[config.mk]
export PLATFORM = sky130hd
export DESIGN_NAME = command_scheduler_flat
export DESIGN_NICKNAME = d
export VERILOG_FILES = /design/src/rtl/cmd_sched_pkg.sv /design/src/rtl/command_scheduler_if.sv /design/src/rtl/hex_serializer.sv /design/src/rtl/command_scheduler.sv /design/src/flat_wrapper.sv
export SDC_FILE = /design/constraint.sdc
export NUM_CORES = 2
export LEC_CHECK = 0
export CORE_ASPECT_RATIO = 0.75
export CORE_MARGIN = 1.5
export CORE_UTILIZATION = 50
export CTS_CLUSTER_DIAMETER = 30
export DETAILED_ROUTE_END_ITERATION = 12
export PLACE_DENSITY = 0.73
export SETUP_SLACK_MARGIN = 0.3
export SKIP_LAST_GASP = 1
export SYNTH_ARGS = -nofsm -noshare
export SYNTH_HDL_FRONTEND = slang
export SYNTH_SLANG_ARGS = --single-unit
[constraint.sdc]
create_clock -name clk -period 15.2 [get_ports clk]
set_input_delay 3.8 -clock clk [delete_from_list [all_inputs] [get_ports clk]]
set_output_delay 3.8 -clock clk [all_outputs]
set_load 0.02 [all_outputs]
[src/rtl/cmd_sched_pkg.sv]
// cmd_sched_pkg: command codes, response characters, FSM states and the hex encoder shared by the scheduler.
package cmd_sched_pkg;
  localparam logic [3:0] CMD_PING   = 4'd0;
  localparam logic [3:0] CMD_LOAD   = 4'd1;
  localparam logic [3:0] CMD_HASH   = 4'd2;
  localparam logic [3:0] CMD_MINE   = 4'd3;
  localparam logic [3:0] CMD_STATUS = 4'd4;
  localparam logic [7:0] RSP_K = 8'h4B;
  localparam logic [7:0] RSP_E = 8'h45;
  localparam logic [7:0] RSP_H = 8'h48;
  localparam logic [7:0] RSP_F = 8'h46;
  localparam logic [7:0] RSP_X = 8'h58;
  localparam logic [7:0] RSP_S = 8'h53;
  localparam int MAX_RESP_LEN = 65;
  localparam int LEN_W = $clog2(MAX_RESP_LEN);
  typedef enum logic [2:0] {IDLE, DECODE, HASH_START, HASH_WAIT, CHECK, RESP} state_t;
  function automatic logic [7:0] hex_char(input logic [3:0] n);
    return n < 4'd10 ? 8'h30 + {4'h0, n} : 8'h37 + {4'h0, n};
  endfunction
endpackage

[src/rtl/command_scheduler_if.sv]
// command_scheduler_if: host-command, hash-core and transmitter signals of the scheduler.
//   master: scheduler side (drives hash_start/hash_block, tx_start/tx_byte, busy, dropped)
//   slave : environment side (drives cmd_ready/command/data_count/buffer, hash_done/hash_digest, tx_busy)
interface command_scheduler_if;
  logic         cmd_ready;
  logic [3:0]   command;
  logic [15:0]  data_count;
  logic [255:0] buffer;
  logic         hash_start;
  logic [255:0] hash_block;
  logic         hash_done;
  logic [255:0] hash_digest;
  logic         tx_start;
  logic [7:0]   tx_byte;
  logic         tx_busy;
  logic         busy;
  logic         dropped;
  modport master (
    input  cmd_ready, command, data_count, buffer, hash_done, hash_digest, tx_busy,
    output hash_start, hash_block, tx_start, tx_byte, busy, dropped
  );
  modport slave (
    output cmd_ready, command, data_count, buffer, hash_done, hash_digest, tx_busy,
    input  hash_start, hash_block, tx_start, tx_byte, busy, dropped
  );
endinterface

[src/rtl/hex_serializer.sv]
// hex_serializer: emits a header byte then len ASCII hex nibbles of a left-aligned value, one per next strobe.
//   clk, rst (async active-low); load latches header/value/len; next advances
//   byte_out: current ASCII byte; last: current byte is the final one
module hex_serializer
  import cmd_sched_pkg::*;
(
  input  logic             clk,
  input  logic             rst,
  input  logic             load,
  input  logic             next,
  input  logic [7:0]       header,
  input  logic [255:0]     value,
  input  logic [LEN_W-1:0] len,
  output logic [7:0]       byte_out,
  output logic             last
);
  logic [255:0]     val_q, val_d;
  logic [7:0]       hdr_q, hdr_d;
  logic [LEN_W-1:0] len_q, len_d, idx_q, idx_d;
  // Index 0 is the header; the value only shifts once body nibbles are being consumed.
  always_comb begin
    val_d = load ? value : (next && idx_q != '0) ? val_q << 4 : val_q;
    hdr_d = load ? header : hdr_q;
    len_d = load ? len : len_q;
    idx_d = load ? '0 : next ? idx_q + LEN_W'(1) : idx_q;
  end
  always_ff @(posedge clk or negedge rst) begin
    if (!rst) begin
      val_q <= '0;
      hdr_q <= '0;
      len_q <= '0;
      idx_q <= '0;
    end else begin
      val_q <= val_d;
      hdr_q <= hdr_d;
      len_q <= len_d;
      idx_q <= idx_d;
    end
  end
  assign byte_out = idx_q == '0 ? hdr_q : hex_char(val_q[255:252]);
  assign last = idx_q == len_q;
endmodule

[src/rtl/command_scheduler.sv]
// command_scheduler: latches host commands, runs single hashes and nonce searches on the hash core, and serialises ASCII responses.
//   clk, rst (async active-low)
//   bus.master: cmd_ready/command/data_count/buffer in; hash_start/hash_block out, hash_done/hash_digest in;
//               tx_start/tx_byte out, tx_busy in; busy and dropped status out
module command_scheduler
  import cmd_sched_pkg::*;
#(
  parameter int          NONCE_W  = 32,
  parameter logic [31:0] MAX_ITER = 32'hFFFF_FFFF
) (
  input logic                 clk,
  input logic                 rst,
  command_scheduler_if.master bus
);
  state_t             state_q, state_d;
  logic [3:0]         cmd_q, cmd_d;
  logic [15:0]        dc_q, dc_d;
  logic [255:0]       buf_q, buf_d, block_q, block_d, digest_q, digest_d;
  logic [NONCE_W-1:0] nonce_q, nonce_d;
  logic [31:0]        iter_q, iter_d;
  logic               tx_start_q, tx_start_d, last_sent_q, last_sent_d;
  logic [7:0]         tx_byte_q, tx_byte_d;
  logic               ser_load, ser_next, ser_last;
  logic [7:0]         ser_hdr, ser_byte;
  logic [255:0]       ser_val, nonce_text;
  logic [LEN_W-1:0]   ser_len;
  logic [8:0]         shamt;
  logic               found, mining;
  assign mining = cmd_q == CMD_MINE;
  assign nonce_text = {32'(nonce_q), 224'b0};
  // Shifting right by 256-D keeps only the top D digest bits; D=0 shifts everything out and always succeeds.
  assign shamt = 9'd256 - {1'b0, dc_q[7:0]};
  assign found = (digest_q >> shamt) == '0;
  assign bus.hash_start = state_q == HASH_START;
  assign bus.hash_block = mining ? {block_q[255:NONCE_W], nonce_q} : block_q;
  assign bus.tx_start = tx_start_q;
  assign bus.tx_byte = tx_byte_q;
  assign bus.busy = state_q != IDLE;
  assign bus.dropped = bus.cmd_ready && state_q != IDLE;
  hex_serializer u_ser (
    .clk(clk), .rst(rst), .load(ser_load), .next(ser_next), .header(ser_hdr),
    .value(ser_val), .len(ser_len), .byte_out(ser_byte), .last(ser_last)
  );
  always_comb begin
    state_d = state_q;
    cmd_d = cmd_q;
    dc_d = dc_q;
    buf_d = buf_q;
    block_d = block_q;
    digest_d = digest_q;
    nonce_d = nonce_q;
    iter_d = iter_q;
    last_sent_d = last_sent_q;
    tx_start_d = 1'b0;
    tx_byte_d = tx_byte_q;
    ser_load = 1'b0;
    ser_next = 1'b0;
    ser_hdr = RSP_E;
    ser_val = '0;
    ser_len = '0;
    case (state_q)
      IDLE: if (bus.cmd_ready) begin
        cmd_d = bus.command;
        dc_d = bus.data_count;
        buf_d = bus.buffer;
        state_d = DECODE;
      end
      DECODE: begin
        ser_load = 1'b1;
        last_sent_d = 1'b0;
        state_d = RESP;
        case (cmd_q)
          CMD_PING: ser_hdr = RSP_K;
          CMD_LOAD: if (dc_q <= 16'd64) begin
            block_d = buf_q;
            ser_hdr = RSP_K;
          end
          CMD_HASH: begin
            ser_load = 1'b0;
            state_d = HASH_START;
          end
          CMD_MINE: begin
            ser_load = 1'b0;
            nonce_d = '0;
            iter_d = '0;
            state_d = HASH_START;
          end
          CMD_STATUS: begin
            ser_hdr = RSP_S;
            ser_val = nonce_text;
            ser_len = LEN_W'(8);
          end
          default: ;
        endcase
      end
      HASH_START: state_d = HASH_WAIT;
      HASH_WAIT: if (bus.hash_done) begin
        digest_d = bus.hash_digest;
        state_d = CHECK;
      end
      CHECK: begin
        ser_load = 1'b1;
        last_sent_d = 1'b0;
        state_d = RESP;
        if (!mining) begin
          ser_hdr = RSP_H;
          ser_val = digest_q;
          ser_len = LEN_W'(64);
        end else if (found) begin
          ser_hdr = RSP_F;
          ser_val = nonce_text;
          ser_len = LEN_W'(8);
        end else if (iter_q == MAX_ITER) begin
          ser_hdr = RSP_X;
        end else begin
          ser_load = 1'b0;
          nonce_d = nonce_q + NONCE_W'(1);
          iter_d = iter_q + 32'd1;
          state_d = HASH_START;
        end
      end
      // tx_busy only rises the cycle after tx_start, so the previous pulse also blocks the next one.
      RESP: if (!bus.tx_busy && !tx_start_q) begin
        if (last_sent_q) state_d = IDLE;
        else begin
          tx_start_d = 1'b1;
          tx_byte_d = ser_byte;
          ser_next = 1'b1;
          last_sent_d = ser_last;
        end
      end
      default: state_d = IDLE;
    endcase
  end
  always_ff @(posedge clk or negedge rst) begin
    if (!rst) begin
      state_q <= IDLE;
      cmd_q <= '0;
      dc_q <= '0;
      buf_q <= '0;
      block_q <= '0;
      digest_q <= '0;
      nonce_q <= '0;
      iter_q <= '0;
      last_sent_q <= 1'b0;
      tx_start_q <= 1'b0;
      tx_byte_q <= '0;
    end else begin
      state_q <= state_d;
      cmd_q <= cmd_d;
      dc_q <= dc_d;
      buf_q <= buf_d;
      block_q <= block_d;
      digest_q <= digest_d;
      nonce_q <= nonce_d;
      iter_q <= iter_d;
      last_sent_q <= last_sent_d;
      tx_start_q <= tx_start_d;
      tx_byte_q <= tx_byte_d;
    end
  end
endmodule

[src/flat_wrapper.sv]
// flat-port wrapper written by rule: the top's interface ports become plain ports
module command_scheduler_flat import cmd_sched_pkg::*;
#(
  parameter int          NONCE_W  = 32,
  parameter logic [31:0] MAX_ITER = 32'hFFFF_FFFF
)
  (clk, rst, bus_cmd_ready, bus_command, bus_data_count, bus_buffer, bus_hash_done, bus_hash_digest, bus_tx_busy, bus_hash_start, bus_hash_block, bus_tx_start, bus_tx_byte, bus_busy, bus_dropped);
  command_scheduler_if bus_i ();
  input logic clk;
  input logic rst;
  input wire logic [$bits(bus_i.cmd_ready)-1:0] bus_cmd_ready;
  input wire logic [$bits(bus_i.command)-1:0] bus_command;
  input wire logic [$bits(bus_i.data_count)-1:0] bus_data_count;
  input wire logic [$bits(bus_i.buffer)-1:0] bus_buffer;
  input wire logic [$bits(bus_i.hash_done)-1:0] bus_hash_done;
  input wire logic [$bits(bus_i.hash_digest)-1:0] bus_hash_digest;
  input wire logic [$bits(bus_i.tx_busy)-1:0] bus_tx_busy;
  output wire logic [$bits(bus_i.hash_start)-1:0] bus_hash_start;
  output wire logic [$bits(bus_i.hash_block)-1:0] bus_hash_block;
  output wire logic [$bits(bus_i.tx_start)-1:0] bus_tx_start;
  output wire logic [$bits(bus_i.tx_byte)-1:0] bus_tx_byte;
  output wire logic [$bits(bus_i.busy)-1:0] bus_busy;
  output wire logic [$bits(bus_i.dropped)-1:0] bus_dropped;
  assign bus_i.cmd_ready = bus_cmd_ready;
  assign bus_i.command = bus_command;
  assign bus_i.data_count = bus_data_count;
  assign bus_i.buffer = bus_buffer;
  assign bus_i.hash_done = bus_hash_done;
  assign bus_i.hash_digest = bus_hash_digest;
  assign bus_i.tx_busy = bus_tx_busy;
  assign bus_hash_start = bus_i.hash_start;
  assign bus_hash_block = bus_i.hash_block;
  assign bus_tx_start = bus_i.tx_start;
  assign bus_tx_byte = bus_i.tx_byte;
  assign bus_busy = bus_i.busy;
  assign bus_dropped = bus_i.dropped;
  command_scheduler #(.NONCE_W(NONCE_W), .MAX_ITER(MAX_ITER)) u_core (.clk(clk), .rst(rst), .bus(bus_i));
endmodule
# == Word-level counts from Yosys, hierarchy flattened ==
# Index checks and enable logic that the tools add are counted.
# op_classes
addsub,6
n_lt_le_gt_ge,2
eq_ne,19
shift,1
mux,50
bitwise,1
n_reduce_logical,24
# op_table
op,n
$mux 256,5
$pmux 256 s2,1
$logic_not 256->1,1
$mux 32,8
$shr 256x9->256,1
$pmux 32 s2,2
$add 32x1->32 const B,2
$eq 32x32->1 const B,1
$mux 7,4
$mux 3,8
$mux 8,3
$pmux 8 s3,1
$pmux 3 s6,1
$le 16x7->1 const B,1
$pmux 8 s2,1
$add 6x4->7 const A,2
$pmux 7 s2,1
$mux 4,3
$mux 1,9
$sub 9x8->9 const A,1
$eq 4x2->1 const B,2
$ne 2x1->1 const B,4
$ne 2x2->1 const B,4
$reduce_bool 2->1,4
23 further kinds,33
# totals
regBits,1143
inputBits,537
output_inout_bits,268
word_cells,118

# == Depth between registers and ports, before layout ==
# depth
depth_word,7
depth_mapped,27
ltp_nobuf,15

# == Hierarchy ==
# From an unflattened synthesis, not the netlist that was laid out.
# hier_totals
cells_unflattened,8114
area_unflattened_um2,75865.3
# by_module_without_submodules
mod,n_inst,cells_per_inst,area_per_inst_um2,seq_area_each_um2
command_scheduler,1,6002,57481.4,21645.8
hex_serializer,1,2112,18383.9,6956.7

# == Worst setup path after synthesis ==
# OpenSTA, ideal clock, no wires.
# synth_path
path_type,input to output
start,in bus_cmd_ready
end,out bus_dropped
t_arrival_ns,4.010
required_time_ns,11.400
setup_slack_ns,7.390
stages,1
n_path_buf,0
cell_sequence,and2_1
# synth_between
elab_chain_len,1
# synth_lines
item,line_no,source
from (decl),flat_wrapper.sv:11,input wire logic [$bits(bus_i.cmd_ready)-1:0] bus_cmd_ready;
$logic_and 1x1->1,command_scheduler.sv:39,assign bus.dropped = bus.cmd_ready && state_q != IDLE;
to (decl),flat_wrapper.sv:23,output wire logic [$bits(bus_i.dropped)-1:0] bus_dropped;
# Every way passes these cells.

# == Worst setup path in the final report ==
# layout_path
start,reg u_core.dc_q[0]
end,reg u_core.u_ser.val_q[150]
# layout_between
elab_chain_len,7
elab_cells_between_ends,8
# layout_lines
item,line_no,source
from (decl),command_scheduler.sv:17,"logic [15:0] dc_q, dc_d;"
from (signal assigned),command_scheduler.sv:139,dc_q <= '0;
from (signal assigned),command_scheduler.sv:151,dc_q <= dc_d;
$sub 9x8->9 (*),command_scheduler.sv:32,"assign shamt = 9'd256 - {1'b0, dc_q[7:0]};"
$shr 256x9->256 (*),command_scheduler.sv:33,assign found = (digest_q >> shamt) == '0;
$logic_not 256->1 (*),command_scheduler.sv:33,
$mux 1 (*),command_scheduler.sv:109,end else if (found) begin
$mux 1 (*),command_scheduler.sv:105,if (!mining) begin
$pmux 1 s2 (*),command_scheduler.sv:61,case (state_q)
$mux 256 / $reduce_bool 2->1 (equally long branches),-,
to (signal assigned),hex_serializer.sv:34,val_q <= val_d;
to (decl),hex_serializer.sv:17,"logic [255:0] val_q, val_d;"
# Mark *: on every way between the ends. The rest lies on a longest branch, timed or not.
# A chain may end at the register's enable or synchronous reset.

==> key figures <==
Critical path
  • Crit start category: flip-flop
  • Critical Setup Path Class: flip-flop to flip-flop
  • Highest-delay cell along the critical path: dfrtp_4
  • Flop2flop setup slack: 5630 ps
  • Required time of the critical path: 15850 ps
  • Highest fanout seen on the critical path: 81
  • Arrival time of the worst setup path: 10210 ps
  • Reg-to-Reg Start: u_core.dc_q[0]
  • Critical path cell sequence: inv_1 > ha_4 > buf_4 > buf_4 > mux4_2 > nor2_1 > a221oi_1 > a22oi_1 > o21ai_0 > o32ai_1 > a31oi_1 > o41ai_1 > nand3_1 > o21ai_4 > buf_4 > buf_4 > a22o_1 > a22oi_1
  • CP max stage delay: 870 ps
  • Depth of the worst register-to-register path: 18
  • Destination of the worst register-to-register timing path: u_core.u_ser.val_q[150]
  • Most frequent cell on the critical path: buf_4
  • Sort of element at the end of the critical path: flip-flop

Timing
  • Setup Skew: 74.30 ps
  • Final Hold Slack: 457.0 ps
  • Maximum clock frequency: 0.1045 GHz
  • Worst slew slack as a fraction of its limit: 0.05930
  • Slew at the pin closest to its max-slew limit: 1407 ps
  • Final Hold Fails: 0
  • Number of max-slew violations in the final report: 0
  • Final period utilization: 0.6295
  • Unrepaired setup endpoints after global routing: false
  • Total negative slack for setup checks: 0 ps
  • Endpoints failing setup: 0
  • Period minus WS final: 9568 ps

Synth
  • Proportion of synthesized flip-flops having asynchronous set or reset: 1.000
  • Mapped Area: 70020 um2
  • Share of synthesized area occupied by flip-flops and latches: 0.4056
  • Number of synthesis warnings: 0
  • Average size of a mapped cell: 10.70 um2
  • Count of distinct cell types in the synthesized netlist: 102
  • Post-synth top flop: dfrtp_1
  • Number of enable flip-flop cells after synthesis: 0
  • Register bit count reported by yosys: 1135
  • Number of nets produced by synthesis: 7088
  • Number of cells produced by synthesis: 6545

Run
  • Count of maximum capacitance violations: 0

Clock network
  • Hold-fix buffer count after cts: 0
  • CTS clk-pin slew, worst paths: 60 ps
  • CTS tree: built
  • Buffer type at the clock tree root: clkbuf_16
  • Number of buffers added for setup after CTS: 0
  • Post_cts resized: 0
  • CTS Buf Count: 195
  • H-tree levels: 4
  • Clock Tree Buf Depth: 3
  • Latest clock arrival within the worst-skew pair: 880 ps
  • Number of clock sinks: 1135

GRT
  • Total congestion overflow: 0
  • Number of antenna violations at the first check in global routing: 26
  • Global-route wire length before repair: 402.3 mm
  • Largest net degree at the start of global routing: 184
  • Global routing's busiest layer: met2
  • Routing usage on met3: 0.1181
  • Number of global-route vias before repair: 58450
  • Global routing usage summed across all routing layers: 0.3760
  • Met2 layer usage reported by global route: 0.5631
  • Global-route met1 utilization: 0.5016

Floorplanning
  • Area of the die: 142300 um2
  • Horiz. Die Dim: 435.1 um
  • Io pins: 805
  • Initial Util: 0.5056
  • Die span in y: 327.1 um
  • Floorplan row count: 118
  • Core Region: 138500 um2

Min path
  • Number of cells on the worst hold path: 1
  • Hold path endpoint: u_core.block_q[11]
  • Origin of the worst min-delay path: u_core.buf_q[11]
  • Class of the worst hold path: flip-flop to flip-flop

Place
  • Last weighted congestion value of the routability-driven placer: 1.062
  • Count of input and output buffers: 803
  • HPWL after detailed placement: 197.1 mm

Finish
  • Post-synthesis to final-layout area growth: 20.59%
  • Ratio of cells with drive above 1 in the final layout: 0.2422
  • Count of nets after finishing: 7425

Drt
  • ANT nets after route: 0
  • Pre-Repair DR Iteration Count: 7
  • Overall routed net length: 274.9 mm
  • Number of vias per cell after detailed routing: 6.684
  • DR DRC count: 0
  • Number of violations reported at the end of detailed-routing iteration 0: 8200
  • Routed WL per cell: 30.80 um
  • Total number of vias: 59660

Outcome
  • Result of the run: completed
final cells by class:
| class | instances | area, um2 |
|---|---|---|
| inverter | 284 | 1066 |
| fill | 11080 | 54060 |
| clock inverter | 142 | 1939 |
| tap | 1860 | 2327 |
| antenna | 12 | 30.03 |
| multi-input combinational | 4341 | 36340 |
| sequential | 1135 | 28410 |
| clock buffer | 228 | 5224 |
| timing repair buffer | 925 | 9096 |
cell usage in the layout, fill, tap and decap left out, types with 19 or more instances in the layout:
cell type / n
clkinvlp_4: 26
buf_4: 111
a32oi_1: 52
mux2i_1: 260
a22oi_1: 233
clkbuf_16: 195
o21ai_0: 139
mux4_2: 213
nor3_1: 101
a21oi_1: 174
o211ai_1: 60
inv_6: 27
inv_1: 283
nand4_1: 73
nand2_1: 585
clkdlybuf4s50_1: 802
nand2b_1: 38
nor2b_1: 47
and2_1: 21
o31ai_1: 78
nand3_1: 182
mux2_2: 867
a31oi_1: 28
and3_1: 36
nor4_1: 51
clkinv_4: 26
dfrtp_1: 1134
o22ai_1: 31
a22oi_2: 75
bufinv_16: 25
clkinv_2: 19
a211oi_1: 74
a22o_1: 276
or3_1: 24
a2111oi_0: 25
clkbuf_8: 22
or4_1: 47
nor2_1: 202
worst max path at each step:
| stage | from | endpoint | slack (ps) |
|---|---|---|---|
| 2_1_floorplan | bus_cmd_ready | bus_dropped | 7390 |
| 3_3_place_gp | u_core.dc_q[0] | u_core.u_ser.val_q[82] | 5960 |
| 3_5_place_dp | u_core.dc_q[0] | u_core.u_ser.val_q[142] | 5680 |
| 4_1_cts | u_core.dc_q[0] | u_core.u_ser.val_q[113] | 5630 |
| 5_1_grt | u_core.dc_q[0] | u_core.u_ser.val_q[144] | 5250 |
| 6_report | u_core.dc_q[0] | u_core.u_ser.val_q[150] | 5630 |
routing by layer:
layer	routed length, um	part of all wire
met1	108600	0.40
met2	121300	0.44
met3	31290	0.11
met4	13550	0.049
met5	207	0.00075
cell families (layout without fill, tap and decap cells):
kind of cell               Yosys count  after routing  share of synthesized area
AOI/OAI and AO/OA                 1477           1477                     0.1629
buffers and inverters             1069           1579                    0.07868
and+or+nand+nor                   1495           1495                     0.1037
adders and majority gates            6              6                   0.001072
DFF                               1135           1135                     0.4056
muxes                             1340           1340                     0.2451
xor gates and xnor gates            22             22                   0.002859
other                                1             13                 0.00005356
per-stage QoR:
stage	area [um2]	worst slack (ps)	cells	util
floorplan	70020	7390	6545	-
global placement	77230	5961	8545	0.5577
detailed placement	77230	5681	8545	0.5577
CTS	84400	5627	8915	0.6094
global route	84420	5245	8923	0.6096
finish	84430	5632	8927	0.6097
state kept, by name (all words and copies together), names as in the netlist:
| register | flops |
|---|---|
| u_core.block_q | 256 |
| u_core.buf_q | 256 |
| u_core.digest_q | 256 |
| u_core.u_ser.val_q | 256 |
| u_core.iter_q | 32 |
| u_core.nonce_q | 32 |
| u_core.dc_q | 16 |
| u_core.bus.tx_byte | 7 |
| u_core.u_ser.idx_q | 7 |
| u_core.u_ser.hdr_q | 6 |
| u_core.cmd_q | 4 |
| u_core.state_q | 3 |
| u_core.u_ser.len_q | 2 |
| u_core.bus.tx_start | 1 |
| u_core.last_sent_q | 1 |
cell usage after synthesis (102+ instances only):
library cell  number  area, um2
nor2_1           209      784.5
inv_1            284       1066
mux2i_1          260       2603
nand3_1          183      915.9
a22oi_1          233       1749
o21ai_0          142      710.7
a21oi_1          177      885.9
mux2_2           867       9763
dfrtp_1         1135      28400
nor3_1           102      510.5
buf_4            275       2064
a22o_1           276       2417
clkbuf_1         298       1119
buf_2            146      730.7
nand2_1          587       2203
mux4_2           213       4797
worst max-delay path, delay by kind of cell, from the launching register on:
| family | cells | cell delay (ps) |
|---|---|---|
| AOI/OAI and AO/OA | 9 | 3370 |
| adders and majority gates | 1 | 660 |
| and+or+nand+nor | 2 | 690 |
| buffers and inverters | 5 | 3040 |
| muxes | 1 | 460 |
| DFF | 1 | 870 |
Power is left out: the tool's default activity adds up to more than one toggle a clock period on the data nets, which glitch-free logic cannot reach.
